`src/rtl/pipeline_ctrl_if.sv`:
```
// Hazard/forwarding control bundle between the pipeline datapath (master) and pipeline_ctrl (slave).
interface pipeline_ctrl_if;
   logic [4:0]  rs1D;
   logic [4:0]  rs2D;
   logic [4:0]  rs1E;
   logic [4:0]  rs2E;
   logic [4:0]  rdE;
   logic        memReadE;
   logic        pcsrcE;
   logic [4:0]  rdM;
   logic        regwriteM;
   logic [4:0]  rdW;
   logic        regwriteW;
   logic        memBusyM;
   logic        stallF;
   logic        stallD;
   logic        stallE;
   logic        stallM;
   logic        flushD;
   logic        flushE;
   logic [1:0]  forwardAE;
   logic [1:0]  forwardBE;
   logic        memTimeout;
   logic [31:0] stallCount;
   logic [31:0] flushCount;

   modport master (
      output rs1D, rs2D, rs1E, rs2E, rdE, memReadE, pcsrcE,
             rdM, regwriteM, rdW, regwriteW, memBusyM,
      input  stallF, stallD, stallE, stallM, flushD, flushE,
             forwardAE, forwardBE, memTimeout, stallCount, flushCount
   );

   modport slave (
      input  rs1D, rs2D, rs1E, rs2E, rdE, memReadE, pcsrcE,
             rdM, regwriteM, rdW, regwriteW, memBusyM,
      output stallF, stallD, stallE, stallM, flushD, flushE,
             forwardAE, forwardBE, memTimeout, stallCount, flushCount
   );
endinterface

```
`src/rtl/pipeline_ctrl.sv`:
```
// Pipeline hazard unit: stalls, flushes, operand forwarding and a memory-wait watchdog.
// Defining PIPELINE_CTRL_PERF_CNT_EN adds saturating stall/flush performance counters.
module pipeline_ctrl #(
   parameter int WAIT_TIMEOUT = 15
) (
   input logic            CLK,
   input logic            RST,
   pipeline_ctrl_if.slave bus
);
   localparam int              CW      = (WAIT_TIMEOUT < 1) ? 1 : $clog2(WAIT_TIMEOUT + 1);
   localparam logic [CW-1:0]   WT_C    = CW'(WAIT_TIMEOUT);
   localparam logic [CW-1:0]   CNT_ONE = CW'(1);
   localparam logic [0:0]      RUN     = 1'b0;
   localparam logic [0:0]      MEMWAIT = 1'b1;

   logic [0:0]    state_r;
   logic [0:0]    state_nxt_s;
   logic [CW-1:0] wait_cnt_r;
   logic [CW-1:0] wait_cnt_nxt_s;
   logic          mem_timeout_r;
   logic          timeout_hit_s;
   logic          load_use_s;
   logic          stall_f_s, stall_d_s, stall_e_s, stall_m_s;
   logic          flush_d_s, flush_e_s;
   logic [1:0]    fwd_a_s, fwd_b_s;

   // The M-stage producer is younger than W, so it wins; x0 never forwards.
   function automatic logic [1:0] fwd_sel(input logic [4:0] rs,
                                          input logic wr_m, input logic [4:0] rd_m,
                                          input logic wr_w, input logic [4:0] rd_w);
      logic [1:0] sel;
      if (wr_m && (rd_m != 5'd0) && (rd_m == rs)) begin
         sel = 2'b10;
      end else if (wr_w && (rd_w != 5'd0) && (rd_w == rs)) begin
         sel = 2'b01;
      end else begin
         sel = 2'b00;
      end
      return sel;
   endfunction

   assign load_use_s = bus.memReadE && (bus.rdE != 5'd0) &&
                       ((bus.rdE == bus.rs1D) || (bus.rdE == bus.rs2D));

   // Prioritised stall/flush/forward decode; pcsrcE beats load-use since Decode is on the wrong path.
   always_comb begin
      stall_f_s = 1'b0;
      stall_d_s = 1'b0;
      stall_e_s = 1'b0;
      stall_m_s = 1'b0;
      flush_d_s = 1'b0;
      flush_e_s = 1'b0;
      fwd_a_s   = 2'b00;
      fwd_b_s   = 2'b00;
      if (RST) begin
         flush_d_s = 1'b1;
         flush_e_s = 1'b1;
      end else begin
         fwd_a_s = fwd_sel(bus.rs1E, bus.regwriteM, bus.rdM, bus.regwriteW, bus.rdW);
         fwd_b_s = fwd_sel(bus.rs2E, bus.regwriteM, bus.rdM, bus.regwriteW, bus.rdW);
         if (bus.memBusyM) begin
            stall_f_s = 1'b1;
            stall_d_s = 1'b1;
            stall_e_s = 1'b1;
            stall_m_s = 1'b1;
         end else if (bus.pcsrcE) begin
            flush_d_s = 1'b1;
            flush_e_s = 1'b1;
         end else if (load_use_s) begin
            stall_f_s = 1'b1;
            stall_d_s = 1'b1;
            flush_e_s = 1'b1;
         end else begin
            flush_d_s = 1'b0;
         end
      end
   end

   // Memory-wait FSM next state; waitCnt counts busy cycles spent in MEMWAIT and saturates.
   always_comb begin
      state_nxt_s    = state_r;
      wait_cnt_nxt_s = wait_cnt_r;
      case (state_r)
         RUN: begin
            wait_cnt_nxt_s = {CW{1'b0}};
            if (bus.memBusyM) begin
               state_nxt_s = MEMWAIT;
            end else begin
               state_nxt_s = RUN;
            end
         end
         MEMWAIT: begin
            if (bus.memBusyM) begin
               state_nxt_s = MEMWAIT;
               if (wait_cnt_r < WT_C) begin
                  wait_cnt_nxt_s = wait_cnt_r + CNT_ONE;
               end else begin
                  wait_cnt_nxt_s = wait_cnt_r;
               end
            end else begin
               state_nxt_s    = RUN;
               wait_cnt_nxt_s = {CW{1'b0}};
            end
         end
         default: begin
            state_nxt_s    = RUN;
            wait_cnt_nxt_s = {CW{1'b0}};
         end
      endcase
   end

   assign timeout_hit_s = (state_r == MEMWAIT) && bus.memBusyM && (wait_cnt_nxt_s == WT_C);

   // FSM, wait counter and sticky timeout flag.
   always_ff @(posedge CLK) begin
      if (RST) begin
         state_r       <= RUN;
         wait_cnt_r    <= {CW{1'b0}};
         mem_timeout_r <= 1'b0;
      end else begin
         state_r       <= state_nxt_s;
         wait_cnt_r    <= wait_cnt_nxt_s;
         mem_timeout_r <= mem_timeout_r | timeout_hit_s;
      end
   end

`ifdef PIPELINE_CTRL_PERF_CNT_EN
   logic [31:0] stall_cnt_r;
   logic [31:0] flush_cnt_r;

   // Saturating performance counters, sampled from the decoded stall/flush of each cycle.
   always_ff @(posedge CLK) begin
      if (RST) begin
         stall_cnt_r <= 32'd0;
         flush_cnt_r <= 32'd0;
      end else begin
         if (stall_f_s && (stall_cnt_r != 32'hFFFF_FFFF)) begin
            stall_cnt_r <= stall_cnt_r + 32'd1;
         end
         if (flush_e_s && (flush_cnt_r != 32'hFFFF_FFFF)) begin
            flush_cnt_r <= flush_cnt_r + 32'd1;
         end
      end
   end

   assign bus.stallCount = stall_cnt_r;
   assign bus.flushCount = flush_cnt_r;
`else
   assign bus.stallCount = 32'd0;
   assign bus.flushCount = 32'd0;
`endif

   assign bus.stallF     = stall_f_s;
   assign bus.stallD     = stall_d_s;
   assign bus.stallE     = stall_e_s;
   assign bus.stallM     = stall_m_s;
   assign bus.flushD     = flush_d_s;
   assign bus.flushE     = flush_e_s;
   assign bus.forwardAE  = fwd_a_s;
   assign bus.forwardBE  = fwd_b_s;
   assign bus.memTimeout = mem_timeout_r;
endmodule

```
`src/flat_wrapper.sv`:
```
// flat-port wrapper written by rule: the top's interface ports become plain ports
module pipeline_ctrl_flat 
#(
   parameter int WAIT_TIMEOUT = 15
)
  (CLK, RST, bus_rs1D, bus_rs2D, bus_rs1E, bus_rs2E, bus_rdE, bus_memReadE, bus_pcsrcE, bus_rdM, bus_regwriteM, bus_rdW, bus_regwriteW, bus_memBusyM, bus_stallF, bus_stallD, bus_stallE, bus_stallM, bus_flushD, bus_flushE, bus_forwardAE, bus_forwardBE, bus_memTimeout, bus_stallCount, bus_flushCount);
  pipeline_ctrl_if bus_i ();
  input logic CLK;
  input logic RST;
  input wire logic [$bits(bus_i.rs1D)-1:0] bus_rs1D;
  input wire logic [$bits(bus_i.rs2D)-1:0] bus_rs2D;
  input wire logic [$bits(bus_i.rs1E)-1:0] bus_rs1E;
  input wire logic [$bits(bus_i.rs2E)-1:0] bus_rs2E;
  input wire logic [$bits(bus_i.rdE)-1:0] bus_rdE;
  input wire logic [$bits(bus_i.memReadE)-1:0] bus_memReadE;
  input wire logic [$bits(bus_i.pcsrcE)-1:0] bus_pcsrcE;
  input wire logic [$bits(bus_i.rdM)-1:0] bus_rdM;
  input wire logic [$bits(bus_i.regwriteM)-1:0] bus_regwriteM;
  input wire logic [$bits(bus_i.rdW)-1:0] bus_rdW;
  input wire logic [$bits(bus_i.regwriteW)-1:0] bus_regwriteW;
  input wire logic [$bits(bus_i.memBusyM)-1:0] bus_memBusyM;
  output wire logic [$bits(bus_i.stallF)-1:0] bus_stallF;
  output wire logic [$bits(bus_i.stallD)-1:0] bus_stallD;
  output wire logic [$bits(bus_i.stallE)-1:0] bus_stallE;
  output wire logic [$bits(bus_i.stallM)-1:0] bus_stallM;
  output wire logic [$bits(bus_i.flushD)-1:0] bus_flushD;
  output wire logic [$bits(bus_i.flushE)-1:0] bus_flushE;
  output wire logic [$bits(bus_i.forwardAE)-1:0] bus_forwardAE;
  output wire logic [$bits(bus_i.forwardBE)-1:0] bus_forwardBE;
  output wire logic [$bits(bus_i.memTimeout)-1:0] bus_memTimeout;
  output wire logic [$bits(bus_i.stallCount)-1:0] bus_stallCount;
  output wire logic [$bits(bus_i.flushCount)-1:0] bus_flushCount;
  assign bus_i.rs1D = bus_rs1D;
  assign bus_i.rs2D = bus_rs2D;
  assign bus_i.rs1E = bus_rs1E;
  assign bus_i.rs2E = bus_rs2E;
  assign bus_i.rdE = bus_rdE;
  assign bus_i.memReadE = bus_memReadE;
  assign bus_i.pcsrcE = bus_pcsrcE;
  assign bus_i.rdM = bus_rdM;
  assign bus_i.regwriteM = bus_regwriteM;
  assign bus_i.rdW = bus_rdW;
  assign bus_i.regwriteW = bus_regwriteW;
  assign bus_i.memBusyM = bus_memBusyM;
  assign bus_stallF = bus_i.stallF;
  assign bus_stallD = bus_i.stallD;
  assign bus_stallE = bus_i.stallE;
  assign bus_stallM = bus_i.stallM;
  assign bus_flushD = bus_i.flushD;
  assign bus_flushE = bus_i.flushE;
  assign bus_forwardAE = bus_i.forwardAE;
  assign bus_forwardBE = bus_i.forwardBE;
  assign bus_memTimeout = bus_i.memTimeout;
  assign bus_stallCount = bus_i.stallCount;
  assign bus_flushCount = bus_i.flushCount;
  pipeline_ctrl #(.WAIT_TIMEOUT(WAIT_TIMEOUT)) u_core (.CLK(CLK), .RST(RST), .bus(bus_i));
endmodule
```
`config.mk`:
```
export PLATFORM = sky130hd
export DESIGN_NAME = pipeline_ctrl_flat
export DESIGN_NICKNAME = d
export VERILOG_FILES = /design/src/rtl/pipeline_ctrl_if.sv /design/src/rtl/pipeline_ctrl.sv /design/src/flat_wrapper.sv
export SDC_FILE = /design/constraint.sdc
export NUM_CORES = 1
export LEC_CHECK = 0
export CORE_MARGIN = 2
export CORE_UTILIZATION = 25
export CTS_CLUSTER_DIAMETER = 100
export DETAILED_ROUTE_END_ITERATION = 10
export GPL_TIMING_DRIVEN = 1
export MAX_ROUTING_LAYER = met4
export PLACE_DENSITY_LB_ADDON = 0.12
export SLEW_MARGIN = 20
export SYNTH_ARGS = -nofsm -noshare
export SYNTH_HDL_FRONTEND = slang
export SYNTH_SLANG_ARGS = --single-unit
```
`constraint.sdc`:
```
create_clock -name CLK -period 2.2 [get_ports CLK]
set_clock_uncertainty 0.2 [all_clocks]
set_input_delay 0.55 -clock CLK [delete_from_list [all_inputs] [get_ports CLK]]
set_output_delay 0.55 -clock CLK [all_outputs]
set_load 0.02 [all_outputs]
```
Word level (Yosys, flattened, before mapping)

Index checks and enable logic that the tools add are counted.

Output and inout port bits: 75
Input bits: 42
Word-level logic and storage cells: 49
Flip-flop bits (word level): 6

Bitwise operators: 2
$add $sub $neg: 1
Muxes and demuxes: 21
Magnitude comparators: 1
Equal/unequal tests: 7
Reductions and logical operators: 14

Operators with widths:

| cell                                                           | count |
|---|---|
| 5-bit equality test                                            | 6 |
| 5-bit nonzero test                                             | 3 |
| 1-bit two-way mux                                              | 14 |
| 1-bit logical AND                                              | 10 |
| 2-bit two-way mux                                              | 4 |
| 4-bit two-way mux                                              | 2 |
| 4-bit case mux with 2 select lines                             | 1 |
| 4-bit by 1-bit adder with 4-bit output (second input constant) | 1 |
| 4-bit equality test (second input constant)                    | 1 |
| 4-bit < comparator (second input constant)                     | 1 |
| 1-bit logical OR                                               | 1 |
| 1-bit inverter                                                 | 1 |
| 1-bit OR                                                       | 1 |

Depth between registers and ports, before layout

Word-level depth: 7
Gate-level depth with buffers: 6
Depth with buffers taken out: 6

Least setup slack after synthesis

OpenSTA, ideal clock, no wires.

Kind: input port to output port
Start point: input bus_rdE[3]
End point: output bus_stallF
Slack: -0.428 ns
Arrival: 1.878 ns
Required time: 1.450 ns
Path buffers: 1
Stages: 5
Path through: xor2_1 -> nor3_1 -> a22oi_1 -> o31ai_1 -> buf_4

Word-level cells in the longest chain between the ends: 7
Elaborated cells between the ends (all ways): 10
Those cells by class: 2 x eq/ne; 4 x mux; 4 x reduce/logical

RTL lines:

| item                                                      | line                                     | source |
|---|---|---|
| start, declared                                           | flat_wrapper.sv:14                       | `input wire logic [$bits(bus_i.rdE)-1:0] bus_rdE;` |
| 5-bit equality test or 5-bit nonzero test (tied branches) | pipeline_ctrl.sv:43, pipeline_ctrl.sv:42 |  |
| 1-bit logical OR or 1-bit logical AND (tied branches)     | pipeline_ctrl.sv:43, pipeline_ctrl.sv:42 |  |
| 1-bit logical AND (*)                                     | pipeline_ctrl.sv:42                      | `assign load_use_s = bus.memReadE && (bus.rdE != 5'd0) &&` |
| 1-bit two-way mux (*) (4 in a row)                        | -                                        |  |
| end, declared                                             | flat_wrapper.sv:22                       | `output wire logic [$bits(bus_i.stallF)-1:0] bus_stallF;` |

Mark *: on every way between the ends. The rest lies on a longest branch, timed or not.

Worst setup path after layout

Start point: input RST
End point: output bus_forwardBE[0]

Word-level cells in the longest chain between the ends: 1

RTL lines:

| item              | line                | source |
|---|---|---|
| start, declared   | flat_wrapper.sv:9   | `input logic RST;` |
| 2-bit two-way mux | pipeline_ctrl.sv:55 | `if (RST) begin` |
| end, declared     | flat_wrapper.sv:29  | `output wire logic [$bits(bus_i.forwardBE)-1:0] bus_forwardBE;` |

No other way between the ends.

==> metrics <==
status=finished with violations; violated checks=negative setup slack; number of levels the H-tree was split into=1; IO Port Bufs=52; number of standard-cell rows in the floorplan=25; Finished Layout Cells=300; path type of the worst setup path=input port to primary output; initial antenna violation count=0; flop and latch count out of synthesis=6; post-synthesis compound-gate area fraction=6.321%; total routed wirelength=slightly below 3000 um; total power per unit cell area=between 300 and 400 nW/um^2; Worst EP arrival=approximately 1900 ps; Final Hold Violating Endpoints=0; relative contribution of the clock network to total power=25.2%; total grt overflow=0; total number of vias=roughly 1,100; overall die area=roughly 5400 um^2; Reg2Reg Depth=5; post-synth top area cell=sky130_fd_sc_hd__buf_4; Mapped Cells=around 160; layout filler cell count=499; post-synthesis sequential area ratio=around a tenth; main combinational cell family by area after synthesis=buffers and inverters; Synth cell types=26; via count of the first global-routing pass=approximately 990; share of synthesized cell area in full adder, half adder and majority cells=1.036%; kind of cell with the highest combined delay on the critical path=simple AND/OR/NAND/NOR gates; synthesized-area fraction occupied by and/or/nand/nor cells=between 10% and 20%; buffer levels on the longest clock path=2; Nets=between 200 and 300; placeable core area=4692 um^2; worst-case hold path end point=u_core.bus.memTimeout$_SDFF_PP0_; buffers and inverters on the worst path=3; critical path cell sequence=buf_8 -> nor2b_4 -> o21ai_2 -> buf_4 -> or4_4 -> nor4_4 -> buf_4; fin. max-slew vios=0; static leakage=about 1 nW; xor/xnor cell area share of the yosys netlist=23.21%; switching part of the total=40.39%; Reg2Reg Setup Slack=720 ps; number of cells on the worst hold path=2; final core utilization=between 40% and 50%; area share of the largest cell type after synthesis=approximately two fifths; average wire length per cell after detail routing=just under 10 um; TritonCTS clock tree=built; data required time at the worst endpoint=1450 ps; post-detailed-placement half-perimeter wirelength=2445 um; worst r2r dst=u_core.bus.memTimeout$_SDFF_PP0_; overall global routing resource usage=between 10% and 20%; hold crit path type=flip-flop to flip-flop; Chip Width=73.50 um; unrepaired setup endpoints after global routing=yes; reg-to-reg critical path startpoint=u_core.wait_cnt_r[0]$_SDFF_PP0_; mux contribution to synthesized area=less than 1%; Max-cap violations=0; wire length of the first global-routing pass=about 4400 um; clock transition at the registers of the reported paths=40 ps; part of the power in registers=roughly 17%; mean area per synthesized cell=around 7.6 um^2; hold slack final=between 200 and 300 ps; TritonCTS buffer count=3; Critical Path End Type=primary output; TritonRoute pass-1 iters=4; cell count after placement=283; startpoint of the worst hold path=u_core.bus.memTimeout$_SDFF_PP0_; min setup slack post-route=-453.9 ps; I/O pin cnt=approximately 120; Root Driver=sky130_fd_sc_hd__clkbuf_8; VDD IR max=between 0.00015 and 0.0002 V; slowest stage cell on the critical path=sky130_fd_sc_hd__or4_4; Setup-failing EPs final=7; residual antenna-violating net count after detailed routing=0; die extent in y=~73 um; CP startpoint kind=input port; Syn. warnings=0; violation count after the first detailed-route iteration=21; initial core utilization=about a quarter; worst-path maximum fanout=2; part of the power in combinational logic=57.3%; max frequency=around 380 MHz; synthesized cell area=between 1000 and 1500 um^2; final routed DRC violation total=0; cell mode on critical path=sky130_fd_sc_hd__buf_4; switching pwr=roughly 0.26 mW; largest net degree at the start of global routing=8; area growth from synthesis to layout=66.63%; final worst path period share=120.6%; delay of the slowest cell on the worst path=480 ps; via-per-instance ratio=about 3.7; internal power=roughly 0.38 mW; clock latency of the later-clocked register in the worst-skew pair=220 ps; synth top area cells=sky130_fd_sc_hd__buf_4, sky130_fd_sc_hd__xor2_1, sky130_fd_sc_hd__dfxtp_1; last weighted congestion value of the routability-driven placer=between 0.7 and 0.8; clk sinks=6; diode insertion count for antenna repair=0; post-route minimum period=~2700 ps; fraction of final layout cells sized beyond drive strength 1=a little under two fifths
==> cells in the mapped netlist, drive strengths merged <==
| master | number |
|---|---|
| a21oi | 2 |
| nand3 | 5 |
| xnor2 | 11 |
| xor2 | 21 |
| nor2b | 1 |
| dfxtp | 6 |
| a31oi | 1 |
| o21ai | 4 |
| nor3 | 5 |
| nand4 | 1 |
| buf | 66 |
| nor4 | 4 |
| ha | 1 |
| nor2 | 8 |
| a211oi | 1 |
| nand2 | 6 |
| o31ai | 2 |
| o22ai | 1 |
| mux2i | 1 |
| or4 | 5 |
| a22oi | 1 |
| conb | 1 |
| inv | 5 |
==> cell families (layout without fill, tap and decap cells) <==
family	count (synthesis)	in the layout
AO/OA/AOI/OAI	12	12
buffers and inverters	71	95
adder cells (fa/ha/maj)	1	1
AND/OR/NAND/NOR	35	35
XOR/XNOR	32	32
flip-flops	6	6
other	1	64
multiplexers	1	1
==> tightest hold or removal path, delay by kind of cell, from the launching register on <==
family	cells	cell delay, ps
AOI/OAI and AO/OA	1	60
buffers and inverters	1	50
DFF	1	300
==> metal layers <==
metal	share of wire [%]	wire (um)	GRT usage, %
met1	40	1167	12.52
met2	52	1500	19.64
met3	7.6	219	2.606
met4	0.21	6	1.212
met5	0	0	-
==> power groups by stage <==
stage          Clock (mW)  Sequential [mW]  Combinational (mW)
2_1_floorplan           0            0.113               0.266
3_3_place_gp            0            0.114               0.325
3_5_place_dp            0            0.114               0.326
4_1_cts             0.169            0.112               0.352
5_1_grt             0.174            0.112               0.399
6_report            0.162            0.112               0.368
==> sequential cells by signal, indices dropped and copies added, names as in the netlist <==
| signal | cells |
|---|---|
| u_core.wait_cnt_r | 4 |
| u_core.state_r | 1 |
| u_core.bus.memTimeout | 1 |
==> metrics by stage <==
| step | instance area (um^2) | TNS [ps] | power [mW] | setup WS [ps] |
|---|---|---|---|---|
| finish | 2012 | -2338 | 0.6426 | -453.9 |
| global route | 2012 | -2703 | 0.6843 | -527.1 |
| CTS | 1942 | -2348 | 0.6324 | -552.1 |
| detailed placement | 1742 | -10590 | 0.4390 | -1260 |
| global placement | 1742 | -10390 | 0.4387 | -1265 |
| floorplan | 1491 | -506.0 | 0.3795 | -189.6 |
==> layout make-up <==
cell class	instances	area, um^2	share of cell area, %
clock buffer	3	41.29	2.052
inverter	5	21.27	1.057
multi-input combinational	145	998.5	49.63
sequential	6	120.1	5.970
tap	54	67.56	3.358
timing repair buffer	87	763.2	37.94
==> worst max path at each step <==
| stage | start | endpoint | slack [ps] | cells past startpoint |
|---|---|---|---|---|
| after floorplan | bus_rdW[3] | bus_forwardAE[0] | -190 | 3 |
| after detailed placement | bus_rdW[3] | bus_forwardAE[0] | -1260 | 5 |
| final | RST | bus_forwardBE[0] | -450 | 7 |
| after global routing | bus_rdM[3] | bus_forwardBE[0] | -530 | 8 |
| after global placement | bus_regwriteW | bus_forwardAE[0] | -1260 | 6 |
| after CTS | bus_rdM[4] | bus_forwardAE[0] | -550 | 7 |
==> what timing repair did <==
item / in CTS / in global routing
hold endpoints to repair: 0 / 0
endpoints found under the setup margin: 10 / 9
buffers inserted: 9 / 6
pin swaps: 28 / 12
resized for setup: 160 / 38
hold buffers: 0 / 0
==> layout by cell type (no fill, tap or decap), types with 3 or more instances in the layout <==
master and count:
sky130_fd_sc_hd__conb_1 64, sky130_fd_sc_hd__dlygate4sd2_1 16, sky130_fd_sc_hd__nor4_4 3, sky130_fd_sc_hd__nand2_1 4, sky130_fd_sc_hd__xnor2_1 9, sky130_fd_sc_hd__inv_1 3
sky130_fd_sc_hd__clkbuf_2 4, sky130_fd_sc_hd__clkbuf_8 3, sky130_fd_sc_hd__dfxtp_1 6, sky130_fd_sc_hd__buf_6 16, sky130_fd_sc_hd__buf_4 37, sky130_fd_sc_hd__xor2_1 21
sky130_fd_sc_hd__or4_4 5, sky130_fd_sc_hd__clkdlybuf4s15_1 7, sky130_fd_sc_hd__nor2_1 8, sky130_fd_sc_hd__nand3_1 4
(Power assumes the default switching activity.)
